## src/rtl/ps2_host_tx.sv

```systemverilog
// ps2_host_tx: PS/2 host-to-device command transmitter.
// Sends one byte to a PS/2 device: inhibits the clock line, issues the start
// bit, shifts the command, parity and stop bits out on device clock falling
// edges, checks the device ack bit and waits for the bus to return to idle.
//
// Ports
//   clk        system clock, all logic on its rising edge
//   rst        synchronous active-high reset
//   kb_clk     PS/2 clock line as seen on the pad (asynchronous)
//   data       PS/2 data line as seen on the pad (asynchronous)
//   cmd        command byte to send
//   cmd_valid  send request; taken when cmd_ready is also high
//   cmd_ready  high while idle
//   kb_clk_oe  1 = pull the PS/2 clock line low
//   data_oe    1 = pull the PS/2 data line low
//   busy       high from acceptance through the done pulse
//   done       one-cycle pulse at the end of each accepted transfer
//   err        with done: missing ack or timeout; held until next acceptance
module ps2_host_tx #(
   parameter int unsigned INHIBIT_CYCLES = 12000,
   parameter int unsigned TIMEOUT_CYCLES = 2000000
) (
   input  logic       clk,
   input  logic       rst,
   input  logic       kb_clk,
   input  logic       data,
   input  logic [7:0] cmd,
   input  logic       cmd_valid,
   output logic       cmd_ready,
   output logic       kb_clk_oe,
   output logic       data_oe,
   output logic       busy,
   output logic       done,
   output logic       err
);

   localparam int unsigned MaxCycles =
      (INHIBIT_CYCLES > TIMEOUT_CYCLES) ? INHIBIT_CYCLES : TIMEOUT_CYCLES;
   localparam int unsigned CntW = $clog2(MaxCycles + 1);
   localparam logic [CntW-1:0] InhibitLast = CntW'(INHIBIT_CYCLES - 1);
   localparam logic [CntW-1:0] TimeoutLast = CntW'(TIMEOUT_CYCLES - 1);

   typedef enum logic [2:0] {
      StIdle, StInhibit, StReq, StSend, StAck, StWaitIdle, StFin
   } state_e;

   state_e          state_q, state_d;
   logic [2:0]      sync_clk_q, sync_data_q;
   logic [CntW-1:0] cnt_q, cnt_d;
   logic [3:0]      bit_cnt_q, bit_cnt_d;
   logic [9:0]      frame_q, frame_d;
   logic            kb_clk_oe_q, kb_clk_oe_d;
   logic            data_oe_q, data_oe_d;
   logic            busy_q, busy_d;
   logic            done_q, done_d;
   logic            err_q, err_d;
   logic            cmd_ready_q, cmd_ready_d;

   logic fe, accept, watched, timeout, line_idle;

   // Oldest synchronizer stage high and the next one low marks a device falling edge.
   assign fe        = sync_clk_q[2] & ~sync_clk_q[1];
   assign line_idle = sync_clk_q[2] & sync_data_q[2];
   assign accept    = cmd_valid & (state_q == StIdle);
   assign watched   = state_q inside {StSend, StAck, StWaitIdle};
   // An edge in the same cycle restarts the count, so it wins over expiry.
   assign timeout   = watched & ~fe & (cnt_q == TimeoutLast);

   // State register and datapath registers
   always_ff @(posedge clk) begin
      if (rst) begin
         state_q     <= StIdle;
         sync_clk_q  <= 3'b111;
         sync_data_q <= 3'b111;
         cnt_q       <= '0;
         bit_cnt_q   <= '0;
         frame_q     <= '0;
         kb_clk_oe_q <= 1'b0;
         data_oe_q   <= 1'b0;
         busy_q      <= 1'b0;
         done_q      <= 1'b0;
         err_q       <= 1'b0;
         cmd_ready_q <= 1'b1;
      end else begin
         state_q     <= state_d;
         sync_clk_q  <= {sync_clk_q[1:0], kb_clk};
         sync_data_q <= {sync_data_q[1:0], data};
         cnt_q       <= cnt_d;
         bit_cnt_q   <= bit_cnt_d;
         frame_q     <= frame_d;
         kb_clk_oe_q <= kb_clk_oe_d;
         data_oe_q   <= data_oe_d;
         busy_q      <= busy_d;
         done_q      <= done_d;
         err_q       <= err_d;
         cmd_ready_q <= cmd_ready_d;
      end
   end

   // Next-state logic
   always_comb begin
      state_d = state_q;
      unique case (state_q)
         StIdle:     if (accept) state_d = StInhibit;
         StInhibit:  if (cnt_q == InhibitLast) state_d = StReq;
         StReq:      state_d = StSend;
         StSend: begin
            if (timeout) state_d = StFin;
            else if (fe && bit_cnt_q == 4'd9) state_d = StAck;
         end
         StAck: begin
            if (timeout) state_d = StFin;
            else if (fe) state_d = StWaitIdle;
         end
         StWaitIdle: begin
            if (line_idle) state_d = StFin;
            else if (timeout) state_d = StFin;
         end
         StFin:      state_d = StIdle;
         default:    state_d = StIdle;
      endcase
   end

   // Output and datapath next values; outputs are registered from the next state.
   always_comb begin
      cnt_d     = cnt_q;
      bit_cnt_d = bit_cnt_q;
      frame_d   = frame_q;
      err_d     = err_q;

      unique case (state_q)
         StIdle: begin
            if (accept) begin
               frame_d   = {1'b1, ~^cmd, cmd};
               err_d     = 1'b0;
               cnt_d     = '0;
               bit_cnt_d = '0;
            end
         end
         StInhibit: cnt_d = cnt_q + 1'b1;
         StReq:     cnt_d = '0;
         StSend, StAck, StWaitIdle: begin
            cnt_d = fe ? '0 : cnt_q + 1'b1;
            if (state_q == StSend && fe) begin
               frame_d   = {1'b1, frame_q[9:1]};
               bit_cnt_d = bit_cnt_q + 1'b1;
            end
            if (state_q == StAck && fe) err_d = sync_data_q[2];
            if (timeout) err_d = 1'b1;
         end
         default: ;
      endcase

      kb_clk_oe_d = (state_d == StInhibit) || (state_d == StReq);
      unique case (state_d)
         StReq:   data_oe_d = 1'b1;
         // Start bit carries over from REQ until the first device edge.
         StSend:  data_oe_d = (state_q != StSend) ? 1'b1 : (fe ? ~frame_q[0] : data_oe_q);
         default: data_oe_d = 1'b0;
      endcase
      busy_d      = (state_d != StIdle);
      done_d      = (state_d == StFin);
      cmd_ready_d = (state_d == StIdle);
   end

   assign kb_clk_oe = kb_clk_oe_q;
   assign data_oe   = data_oe_q;
   assign busy      = busy_q;
   assign done      = done_q;
   assign err       = err_q;
   assign cmd_ready = cmd_ready_q;

endmodule

```

## config.mk

```make
export PLATFORM = sky130hd
export DESIGN_NAME = ps2_host_tx
export DESIGN_NICKNAME = d
export VERILOG_FILES = /design/src/rtl/ps2_host_tx.sv
export SDC_FILE = /design/constraint.sdc
export NUM_CORES = 1
export LEC_CHECK = 0
export ABC_AREA = 1
export BUFFER_PORTS_ARGS = -buffer_cell sky130_fd_sc_hd__buf_2
export CORE_ASPECT_RATIO = 1.2
export CORE_MARGIN = 10
export CORE_UTILIZATION = 25
export CTS_BUF_LIST = sky130_fd_sc_hd__clkbuf_16
export CTS_CLUSTER_SIZE = 28
export DETAILED_ROUTE_END_ITERATION = 8
export PLACE_DENSITY_LB_ADDON = 0.2
export SETUP_SLACK_MARGIN = 0.15
export SLEW_MARGIN = 20
export SYNTH_ARGS = -nofsm -noshare
export SYNTH_HDL_FRONTEND = slang
export SYNTH_SLANG_ARGS = --single-unit
```

## constraint.sdc

```tcl
create_clock -name clk -period 3.25 [get_ports clk]
set_input_delay 0.325 -clock clk [delete_from_list [all_inputs] [get_ports clk]]
set_output_delay 0.325 -clock clk [all_outputs]
set_load 0.005 [all_outputs]
```

After elaboration in Yosys (flattened, before gate mapping)
Index checks and enable logic that the tools add are counted.
{"block": "word_totals", "register_bits": 50, "out_inout_bits": 6, "wordCells": 79, "inputBits": 13}
{"block": "classes", "n_mux": 25, "add_sub_neg": 2, "reduce_logical": 15, "n_eq_ne": 17, "bitwise": 8}
{"cell": "case mux 21 bit (4 select lines)", "count": 1}
{"cell": "2-to-1 mux 21 bit", "count": 2}
{"cell": "2-to-1 mux 3 bit", "count": 8}
{"cell": "adder 21 x 1 -> 21 bit, second input constant", "count": 1}
{"cell": "equality test 21 x 14 -> 1 bit, second input constant", "count": 1}
{"cell": "equality test 21 bit, second input constant", "count": 1}
{"cell": "2-to-1 mux 10 bit", "count": 2}
{"cell": "case mux 10 bit (2 select lines)", "count": 1}
{"cell": "case mux 3 bit (6 select lines)", "count": 1}
{"cell": "equality test 3 x 2 -> 1 bit, second input constant", "count": 4}
{"cell": "equality test 3 bit, second input constant", "count": 3}
{"cell": "2-to-1 mux 4 bit", "count": 2}
{"cell": "case mux 4 bit (2 select lines)", "count": 1}
{"cell": "XNOR reduction 8 bit", "count": 1}
{"cell": "equality test 3 x 1 -> 1 bit, second input constant", "count": 2}
{"cell": "zero test 3 bit", "count": 2}
{"cell": "inequality test 3 bit, second input constant", "count": 2}
{"cell": "AND reduction 3 bit", "count": 2}
{"cell": "nonzero test 3 bit", "count": 2}
{"cell": "AND 1 bit", "count": 5}
{"cell": "2-to-1 mux 1 bit", "count": 5}
{"cell": "adder 4 x 1 -> 4 bit, second input constant", "count": 1}
{"cell": "equality test 4 bit, second input constant", "count": 1}
{"cell": "inequality test 2 bit, second input constant", "count": 2}
{"cell": "9 further kinds", "count": 14}

Depth between registers and ports, before layout
Gate-level depths: netlist (run 1).
{"block": "depth", "ltp_word": 10, "depth_mapped": 13, "ltp_nobuf": 13}

Least setup slack after synthesis (run 1)
Ideal clock, no wire load.
{"block": "synth_path", "path_type": "register -> register", "start": "register cnt_q[0]", "end": "register cnt_q[14]", "setup_time_ns": 0.113, "stages_incl_launch_ff": 13, "t_required_ns": 3.137, "arrival_time_ns": 1.466, "n_path_buf": 0, "setup_slack_ns": 1.671, "synth_period_minus_slack_ns": 1.579, "cell_sequence": "dfxtp_1 > ha_1 > nand2_1 > inv_1 > nand3_1 > inv_1 > nand2_1 > nor2_4 > nand2_2 > nor2_4 > nand2_1 > o21ai_1 > nor2_1"}
{"block": "synth_via", "elab_chain_cells": 3}
{"element": "start: declaration", "line": "49", "rtl": "logic [CntW-1:0] cnt_q, cnt_d;"}
{"element": "start signal: assignment", "line": "88", "rtl": "cnt_q <= cnt_d;"}
{"element": "adder 21 x 1 -> 21 bit *", "line": "140, 143"}
{"element": "2-to-1 mux 21 bit", "line": "143", "rtl": "cnt_d = fe ? '0 : cnt_q + 1'b1;"}
{"element": "case mux 21 bit (4 select lines) *", "line": "131", "rtl": "unique case (state_q)"}
Mark *: on every way between the ends. The rest lies on a longest branch, timed or not.
A chain may end at the register's enable or synchronous reset.

Final worst setup path (run 1)
{"block": "layout_path", "start": "register state_q[1]", "end": "register cnt_q[8]"}
{"block": "layout_via", "elab_chain_cells": 4, "word_cells_on_any_way": 12, "cone_classes": "eq/ne: 6; mux: 1; bitwise: 1; reduce/logical: 4"}
{"element": "start: declaration", "line": "47", "rtl": "state_e state_q, state_d;"}
{"element": "start signal: assignment", "line": "72", "rtl": "state_q <= StIdle;"}
{"element": "start signal: assignment", "line": "85", "rtl": "state_q <= state_d;"}
{"element": "equality test 3 bit (tied with other cells)", "line": "131"}
{"element": "OR reduction 3 bit / AND 1 bit (equally long branches)", "line": "131, 64"}
{"element": "nonzero test 4 bit (no source line) / inequality test 2 bit (equally long branches)"}
{"element": "AND reduction 2 bit (no source line)"}
Several ways; a longest one is shown, not always the timed one.

==> reports/qor.txt, run 1 <==
Endpoints failing hold -> 0
Internal power -> 1.04 mW
Setup bufs post-CTS -> 0
DR vias -> 2419
Synthesized Nets -> 401
Antenna cell count -> 0
Synthesis Warnings -> 0
Most numerous cell in the Yosys netlist -> nand2_1
List of most frequent post-synthesis cells -> 89 x nand2_1, 50 x dfxtp_1, 50 x nor2_1
Final setup fails -> 0
Static leakage -> 1.26 nW
Worst setup EP type -> register
PD cells -> 456 nW/um2
Hold WC Path Type -> primary input to register
Top FF cell, synth -> dfxtp_1
Share of power burned in combinational logic -> 8.6%
Worst EP arrival -> 2270 ps
Final HPWL DP -> 5030 um
R2R Path Start -> state_q[1]
Starting Density -> 25.9%
Clock transition at path regs -> 70 ps
Final nets -> 419
Total Routed Length -> 6510 um
H-Tree Depth -> 2
First-pass detailed-route iteration total -> 5
Tmin final -> 2070 ps
Post-synth top area share -> 38.3%
CP startpoint -> state_q[1]
First-pass GRT wire length -> 11300 um
Iteration-0 DRC Markers -> 96
Number of synthesized register bits -> 50
Post-synth EDFFs -> 0
Die height -> 132 um
Period utilization -> 63.5%
Ys async rst share -> 0%
Resized Gates After CTS -> 0
Layout Skew -> 15.6 ps
Share of layout cells above drive strength 1 -> 13.9%
Core Rows -> 40
Largest net degree at the start of global routing -> 19
Slowest CP cell -> dfxtp_1
Critical path class -> register to register
CP Launch Type -> register
Die span in x -> 113 um
Sw Pwr -> 0.322 mW
Clock Latency Late Sink -> 300 ps
GP Congestion -> 0.893
Switching part of the total -> 23.7%
Maximum vdd drop -> 210 uV
Critical path, cell by cell -> nand3_2 -> nand2_2 -> nand2_1 -> nand2_1 -> nor2_1 -> nor2_2 -> inv_2 -> a221oi_1
Post-synth top area cell -> dfxtp_1
Unique masters post-synth -> 37
CTS Hold Bufs -> 0
CP delay by family, top -> simple AND/OR/NAND/NOR gates
Total power -> 1.36 mW
CTS tree -> done
Sequential Power Share -> 47.6%
Final ANT Viol Nets -> 0
Die ar. -> 15000 um2
Final Max Slew Viols -> 0
Core ar. -> 10100 um2
Antenna violations before repair -> 0
Buffers and inverters on the worst path -> 1
Clock tree buffer depth -> 2
Status -> completed
Post-synthesis sequential area ratio -> 38.3%
Critical Path RT -> 3450 ps
Global route overflow -> 0
Top area cells in the synthesized netlist -> dfxtp_1 38%, nand2_1 13%, nor2_1 7.2%, inv_1 6.6%, a21oi_1 4.4%
Worst relative slew slack -> 59.5%
Routed vias/inst -> 4.56
Inserted Clock Buffers -> 5
IO Port Bufs -> 18
Root Buffer -> clkbuf_16
Clk sinks -> 50
CP peak stage delay -> 410 ps
Hold path startpoint -> kb_clk
Vias in the first global route -> 2425
I/O pin count -> 19
Average cell area after synthesis -> 6.79 um2
Max FO, Critical Path -> 14
Crit-path most repeated cell -> nand2_1
F_max -> 484 MHz
Post-Syn Area -> 2620 um2
GRT Overall Usage -> 8.94%
DR DRC count -> 0
RSZ-0062 raised after global routing -> false
Clock power frac -> 43.8%
Routed wire per std cell -> 12.3 um
Post-synthesis instance total -> 385
Slew @ Worst Pin -> 603 ps
Area growth syn-to-layout -> 14.2%
Max_cap viols -> 0
Setup_tns -> 0 ps
==> flip-flops by register name, summed over array words and instances, names as in the netlist, 3 cells and up <==
register,cells
bit_cnt_q,4
sync_clk_q,3
state_q,3
cnt_q,21
frame_q,10
sync_data_q,3
==> cells by family after synthesis <==
group,share of synthesized area (%)
compound gates,13.3
xor+xnor,3.01
fa+ha+maj,1.44
buf+inv,9.90
flops,38.3
simple gates,34.1
==> per-layer routing <==
metal  track usage, %  routed length (um)  part of all wire (%)  vias to the layer above
met5                0                   0                     0                        -
li1                 -                   -                     -                     1269
met1             10.8                3050                    47                     1091
met2             14.9                3050                    47                       45
met3             2.00                 253                   3.9                       14
met4             3.46                 155                   2.4                        0
==> metrics by stage <==
stage	setup WS, ps	cells	util [%]	hold WS [ps]	instance area (um2)
global placement	1260	522	27.9	395	2820
floorplan	1670	385	-	389	2620
detailed placement	1210	522	27.9	395	2820
finish	1180	530	29.5	223	2990
global route	974	530	29.5	224	2990
CTS	1180	530	29.5	216	2990
==> worst paths after layout <==
check,endpoint,slack [ps],cells after the start
max reg2reg,cnt_q[8],1180,8
max,cnt_q[8],1180,8
min reg2reg,sync_data_q[1],410,1
min,sync_clk_q[0],220,2
==> area by class of cell <==
type,instances,area (um2)
clock inverters,3,41.3
clock buffers,5,125
repair buffers,18,90.1
inverters,57,216
flip-flops and latches,50,1000
well taps,126,158
multi-input cells,271,1360
fillers,1134,7120
==> power groups by stage <==
stage / registers, mW / logic [mW] / clock network [mW]
after global routing: 0.650 / 0.135 / 0.631
after CTS: 0.647 / 0.120 / 0.609
after global placement: 0.661 / 0.120 / 0
final: 0.647 / 0.118 / 0.596
after floorplan: 0.660 / 0.0902 / 0
after detailed placement: 0.661 / 0.120 / 0
==> cells in the final DEF, fill, tap and decap left out, drive strengths merged <==
master	Yosys	routed
o221ai	1	1
ha	3	3
nor3b	1	1
inv	57	58
xor2	3	3
a221oi	1	1
nand3b	1	1
a22oi	1	1
nor3	6	6
o21ai	25	25
or2	6	6
dfxtp	50	50
o21a	2	2
nand3	22	22
nand2	96	96
bufinv	0	1
clkinvlp	0	1
o31ai	1	1
buf	4	18
clkbuf	3	5
a21oi	23	23
xnor2	6	6
a31oi	8	8
o211a	1	1
nand4	9	9
nor4	1	1
nor2	54	54
No activity file was read; power rests on OpenSTA's default activity.
==> run 2, diff against run 1 <==
ABC_AREA = 0   (was 1)
clock period = 1.8 ns   (was 3.25 ns; I/O delays follow)
==> reports/qor.txt, run 2 <==
IO Port Bufs -> 18 (unchanged)
Global route overflow -> 0 (unchanged)
Post-synthesis sequential area ratio -> 39.7% (+1.5 points)
Synth Area in Compound Gates -> 12.8% (-0.53 points)
Synth Area in Adders -> 1.49% (+0.055 points)
Internal power -> 1.78 mW (+72%)
Tmin final -> 1740 ps (-329 ps)
Clock transition at path regs -> 60 ps (about the same)
Largest net degree at the start of global routing -> 24 (+5)
Slew @ Worst Pin -> 342 ps (-261 ps)
Area growth syn-to-layout -> 29.8%
Clock Latency Late Sink -> 290 ps (about the same)
Post-synth top area share -> 39.7% (+1.5 points)
Switching part of the total -> 24.1% (+0.39 points)
Die span in x -> 112 um (-1.5%)
Static leakage -> 1.24 nW (-1.8%)
Final nets -> 333 (-21%)
Post-synth top area cell -> dfxtp_1
Routed vias/inst -> 4.53 (-0.74%)
Most frequent cells in the layout -> 43 x dfxtp_1, 37 x buf_4, 30 x nor2_1
Flip-flop and latch area -> 1010 um2 (+1.1%)
Min Hold Slack -> 70.6 ps (-152 ps)
Inserted Clock Buffers -> 5 (unchanged)
Fin worst setup slack -> 63.9 ps (-1120 ps)
Endpoints failing hold -> 0 (unchanged)
Unique masters post-synth -> 54 (+46%)
Total Routed Length -> 5850 um (-10%)
DR vias -> 2007 (-17%)
F_max -> 576 MHz (+19%)
Most flop-heavy register -> cnt_q
GP Congestion -> 0.786 (-12%)
CTS Hold Bufs -> 0 (unchanged)
Worst EP arrival -> 1910 ps (-360 ps)
Clock power frac -> 38.1% (-5.7 points)
Worst relative slew slack -> 77.0% (+18 points)
Final HPWL DP -> 4380 um (-13%)
Number of synthesized register bits -> 50 (unchanged)
H-Tree Depth -> 2 (unchanged)
First-pass detailed-route iteration total -> 4 (-1)
Ys async rst share -> 0% (unchanged)
Root Buffer -> clkbuf_16
Average cell area after synthesis -> 9.50 um2 (+40%)
I/O pin count -> 19 (unchanged)
Final ANT Viol Nets -> 0 (unchanged)
Post-synthesis instance total -> 265 (-31%)
Share of power burned in combinational logic -> 12.0% (+3.4 points)
Post-synth EDFFs -> 0 (unchanged)
Sequential Power Share -> 49.9% (+2.3 points)
Top flop regs -> cnt_q x21, frame_q x10, bit_cnt_q x4
DR DRC count -> 0 (unchanged)
Reg2reg end -> data_oe
Inst Count DP -> 429 (-18%)
Sw Pwr -> 0.565 mW (+76%)
Multi-input logic area -> 1530 um2 (+13%)
Filler cells -> 1044 (-7.9%)
List of most frequent post-synthesis cells -> 50 x dfxtp_1, 30 x nor2_1, 15 x xor2_1
Period utilization -> 96.4% (+33 points)
Combinational family with the most area after synthesis -> simple AND/OR/NAND/NOR gates
Antenna violations before repair -> 0 (unchanged)
First-pass GRT wire length -> 10200 um (-10%)
Clock tree buffer depth -> 2 (unchanged)
R2R Path Start -> cnt_q[0]
Critical Path RT -> 1980 ps (-1470 ps)
Die ar. -> 14500 um2 (-3.1%)
Post-Syn Area -> 2520 um2 (-3.7%)
Antenna cell count -> 0 (unchanged)
R2R setup slack -> 60 ps (-1120 ps)
Vias in the first global route -> 2107 (-13%)
Critical path class -> register to register
Max FFs per register -> 21 (unchanged)
Max FO, Critical Path -> 3 (-11)
Commonest non-fill, non-tap cell in the layout -> dfxtp_1
PD cells -> 719 nW/um2 (+58%)
Iteration-0 DRC Markers -> 83 (-14%)
Final cell count without fillers -> 443 (-16%)
Core ar. -> 9910 um2 (-2.0%)
Clk sinks -> 50 (unchanged)
CP Launch Type -> register
Reg2Reg Depth -> 7 (-1)
Synth Area in XOR/XNOR -> 8.69% (+5.7 points)
CTS tree -> done
Mux contribution to synthesized area -> 4.37% (+4.4 points)
Pre-CTS setup slack -> -13.8 ps (-1220 ps)
Top FF cell, synth -> dfxtp_1
CP startpoint -> cnt_q[0]
GRT Overall Usage -> 8.49% (-0.44 points)
RSZ-0062 raised after global routing -> true
Hold WC Path Type -> primary input to register
Layout Skew -> 3.35 ps (-12.2 ps)
Top area cells in the synthesized netlist -> dfxtp_1 40%, xor2_1 5.2%, nor2_1 4.5%, nor2_4 4.5%, mux2i_1 4.4%
Max_cap viols -> 0 (unchanged)
Simple-gate portion of the synthesized area -> 28.7% (-5.4 points)
Core Rows -> 40 (unchanged)
Die height -> 130 um (-1.6%)
Final Max Slew Viols -> 0 (unchanged)
Maximum vdd drop -> 334 uV (+59%)
Critical path endpoint -> data_oe
Synthesis Warnings -> 0 (unchanged)
Total power -> 2.35 mW (+73%)
Status -> completed
Routed wire per std cell -> 13.2 um (+7.5%)
Synthesized Nets -> 281 (-30%)
Starting Density -> 25.4% (-0.45 points)
Most numerous cell in the Yosys netlist -> dfxtp_1
Worst setup EP type -> register
Share of layout cells above drive strength 1 -> 38.5% (+25 points)
Final setup fails -> 0 (unchanged)
## run 2: per-layer routing
| layer | track usage, % | part of all wire, % |
|---|---|---|
| met4 | 3.94 | 2.2 |
| met5 | 0 | 0 |
| met1 | 9.36 | 43 |
| met3 | 2.11 | 2.6 |
| met2 | 15.1 | 52 |
## run 2: stage by stage
step                      instance area [um2]  utilization, %  TNS, ps
after global routing                     3270            33.0    -67.3
after global placement                   2990            30.2        0
after floorplan                          2560               -        0
after detailed placement                 2990            30.2    -13.8
final                                    3270            33.0        0
after CTS                                3190            32.2        0
## run 2: final cells by class
| type | count | share of cell area (%) |
|---|---|---|
| Clock buffer | 5 | 3.83 |
| Clock inverter | 2 | 0.345 |
| Inverter | 4 | 0.459 |
| Multi-Input combinational cell | 198 | 46.7 |
| Sequential cell | 50 | 31.0 |
| Tap cell | 126 | 4.82 |
| Timing Repair Buffer | 58 | 12.8 |
## run 2: kinds of logic after synthesis
logic type               Yosys count
buffers and inverters             17
adder cells (fa/ha/maj)            3
XOR/XNOR                          25
multiplexers                      11
AO/OA/AOI/OAI                     43
flip-flops                        50
AND/OR/NAND/NOR                  116
## run 2: power groups by stage
stage | clock network (mW) | logic, mW | registers [mW]
finish | 0.896 | 0.282 | 1.17
global route | 0.983 | 0.316 | 1.18
CTS | 0.948 | 0.285 | 1.17
detailed placement | 0 | 0.274 | 1.20
global placement | 0 | 0.275 | 1.20
floorplan | 0 | 0.191 | 1.19
## run 2: worst min path at each step
stage / from / end / slack, ps / depth (start not counted)
5_1_grt: kb_clk / sync_clk_q[0] / 80 / 2
4_1_cts: data / sync_data_q[0] / 60 / 2
2_1_floorplan: kb_clk / sync_clk_q[0] / 280 / 1
3_3_place_gp: kb_clk / sync_clk_q[0] / 360 / 2
3_5_place_dp: data / sync_data_q[0] / 370 / 2
6_report: data / sync_data_q[0] / 70 / 2
## run 2: worst max-delay path, cell delays in order (launching register included)
cell,delay (ps)
dfxtp_4,350
ha_4,150
and4_4,150
and3_4,200
a211oi_4,270
a211oi_4,80
buf_4,150
o311a_1,270
## run 2: timing repair
item | in CTS | in global routing
pin swaps | 4 | 9
setup endpoints to repair | 24 | 28
gates resized for setup | 9 | 18
setup buffers | 5 | 2
==> run 3, diff against run 2 <==
CORE_MARGIN = 2   (was 10)
CTS_BUF_LIST = sky130_fd_sc_hd__clkbuf_2   (was sky130_fd_sc_hd__clkbuf_16)
==> reports/qor.txt, run 3 (same netlist as run 2, synthesis figures left out) <==
Top flop regs -> cnt_q x21, frame_q x10, bit_cnt_q x4
Max_cap viols -> 0 (unchanged)
Internal power -> 1.68 mW (-6.0%)
CTS tree -> done
Clock Latency Late Sink -> 470 ps (+180 ps)
R2R setup slack -> 6 ps (-60 ps)
Largest net degree at the start of global routing -> 24 (unchanged)
PD cells -> 631 nW/um2 (-12%)
Final HPWL DP -> 4290 um (-2.0%)
Hold Path Depth -> 3 (+1)
Share of layout cells above drive strength 1 -> 45.8% (+7.3 points)
Max FO, Critical Path -> 3 (unchanged)
Sequential Power Share -> 52.5% (+2.6 points)
Worst relative slew slack -> 73.5% (-3.5 points)
WHS Endpoint -> frame_q[1]
Antenna cell count -> 0 (unchanged)
Die ar. -> 10900 um2 (-25%)
Final setup fails -> 0 (unchanged)
DR DRC count -> 0 (unchanged)
Sw Pwr -> 0.557 mW (-1.4%)
GR Layer Usage met1 -> 12.4% (+3.1 points)
Reg2Reg Depth -> 7 (unchanged)
Layout Skew -> 48.2 ps (+44.8 ps)
Clock tree buffer depth -> 2 (unchanged)
Tmin final -> 1790 ps (+58.3 ps)
Setup_tns -> 0 ps (unchanged)
Area growth syn-to-layout -> 40.5%
Max FFs per register -> 21 (unchanged)
Share of power burned in combinational logic -> 14.2% (+2.2 points)
Most frequent cells in the layout -> 42 x buf_4, 40 x dfxtp_1, 28 x nor2_1
Most flop-heavy register -> cnt_q
Worst setup EP type -> register
Final nets -> 351 (+5.4%)
Maximum vdd drop -> 233 uV (-30%)
Final Max Slew Viols -> 0 (unchanged)
H-Tree Depth -> 2 (unchanged)
Most Crowded Layer GR -> met2
First-pass detailed-route iteration total -> 4 (unchanged)
CP Launch Type -> register
Static leakage -> 1.34 nW (+8.3%)
Core ar. -> 9910 um2 (unchanged)
Hold path startpoint -> cmd[1]
Core Rows -> 40 (unchanged)
First-pass GRT wire length -> 9830 um (-3.5%)
Iteration-0 DRC Markers -> 45 (-46%)
GP Congestion -> 0.774 (-1.5%)
Status -> completed
Critical Path RT -> 2180 ps (+200 ps)
Vias in the first global route -> 2117 (+0.47%)
Routed wire per std cell -> 13.0 um (-1.4%)
Reg2reg end -> kb_clk_oe
Total Routed Length -> 6010 um (+2.8%)
Hold WC Path Type -> primary input to register
Clock transition at path regs -> 290 ps (+230 ps)
Inserted Clock Buffers -> 5 (unchanged)
Slew @ Worst Pin -> 397 ps (+55.4 ps)
Clk sinks -> 50 (unchanged)
Min Hold Slack -> 45.7 ps (-24.8 ps)
R2R Path Start -> cnt_q[1]
Final ANT Viol Nets -> 0 (unchanged)
Met3 usage -> 2.84% (+0.73 points)
Root Buffer -> clkbuf_2
Global route overflow -> 0 (unchanged)
IO Port Bufs -> 18 (unchanged)
Endpoints failing hold -> 0 (unchanged)
Die span in x -> 95.6 um (-14%)
I/O pin count -> 19 (unchanged)
Fin area -> 3540 um2 (+8.3%)
F_max -> 557 MHz (-3.3%)
Grt met2 use -> 21.6% (+6.5 points)
Die height -> 114 um (-12%)
Switching part of the total -> 24.9% (+0.89 points)
DR vias -> 2085 (+3.9%)
Worst EP arrival -> 2170 ps (+260 ps)
Starting Density -> 25.4% (unchanged)
Commonest non-fill, non-tap cell in the layout -> buf_4
Period utilization -> 99.7% (+3.2 points)
RSZ-0062 raised after global routing -> true
Clock power frac -> 33.3% (-4.8 points)
GRT Overall Usage -> 11.6% (+3.1 points)
Cell Area, Placed -> 3040 um2 (+1.5%)
Antenna violations before repair -> 0 (unchanged)
Critical path class -> register to register
Routed vias/inst -> 4.51 (-0.39%)
## run 3: timing repair
| action | CTS | global route |
|---|---|---|
| pin swaps | 15 | 5 |
| hold endpoints to repair | 3 | 2 |
| cloned | 0 | 1 |
| setup endpoints to repair | 35 | 25 |
| hold buffers | 3 | 2 |
| resized for setup | 29 | 34 |
| setup buffers | 7 | 6 |
## run 3: critical path, cell delays in order (launching register included)
cell       delay [ps]
dfxtp_2           430
ha_4              130
and4_4            200
and3_4            220
nand4_1           110
a32oi_2           290
xor2_1            120
a2111oi_2         200
## run 3: worst max-delay path by stage
| stage | startpoint | to | slack [ps] | cells past startpoint |
|---|---|---|---|---|
| 3_3_place_gp | cnt_q[17] | kb_clk_oe | -20 | 6 |
| 6_report | cnt_q[1] | kb_clk_oe | 6 | 7 |
| 2_1_floorplan | state_q[2] | cnt_q[11] | 180 | 7 |
| 5_1_grt | cnt_q[12] | kb_clk_oe | -100 | 6 |
| 3_5_place_dp | cnt_q[17] | kb_clk_oe | -30 | 6 |
| 4_1_cts | cnt_q[0] | kb_clk_oe | 20 | 7 |
## run 3: power groups by stage
stage	clock (mW)	sequential [mW]	combinational [mW]
2_1_floorplan	0	1.19	0.191
3_3_place_gp	0	1.20	0.284
3_5_place_dp	0	1.20	0.284
4_1_cts	0.775	1.17	0.297
5_1_grt	0.836	1.18	0.352
6_report	0.744	1.17	0.318
## run 3: per-stage QoR
step / total power [mW] / setup WS (ps) / utilization, % / std cells
global placement: 1.48 / -24.7 / 30.6 / 435
floorplan: 1.38 / 176 / - / 265
CTS: 2.25 / 17.2 / 33.5 / 453
finish: 2.23 / 5.56 / 35.7 / 462
global route: 2.37 / -101 / 35.7 / 462
detailed placement: 1.48 / -27.6 / 30.6 / 435
## run 3: cell type report
cell class                      count  area, um2
Fill cell                        1027       6370
Clock buffer                        5       25.0
Multi-Input combinational cell    198       1650
Inverter                            4       15.0
Tap cell                          126        158
Timing Repair Buffer               76        604
Clock inverter                      3       63.8
Sequential cell                    50       1020
## run 3: per-layer routing
layer	share of wire (%)	vias to the layer above
met5	0	-
met4	1.9	0
met3	2.7	10
met2	53	19
met1	43	987
li1	-	1069
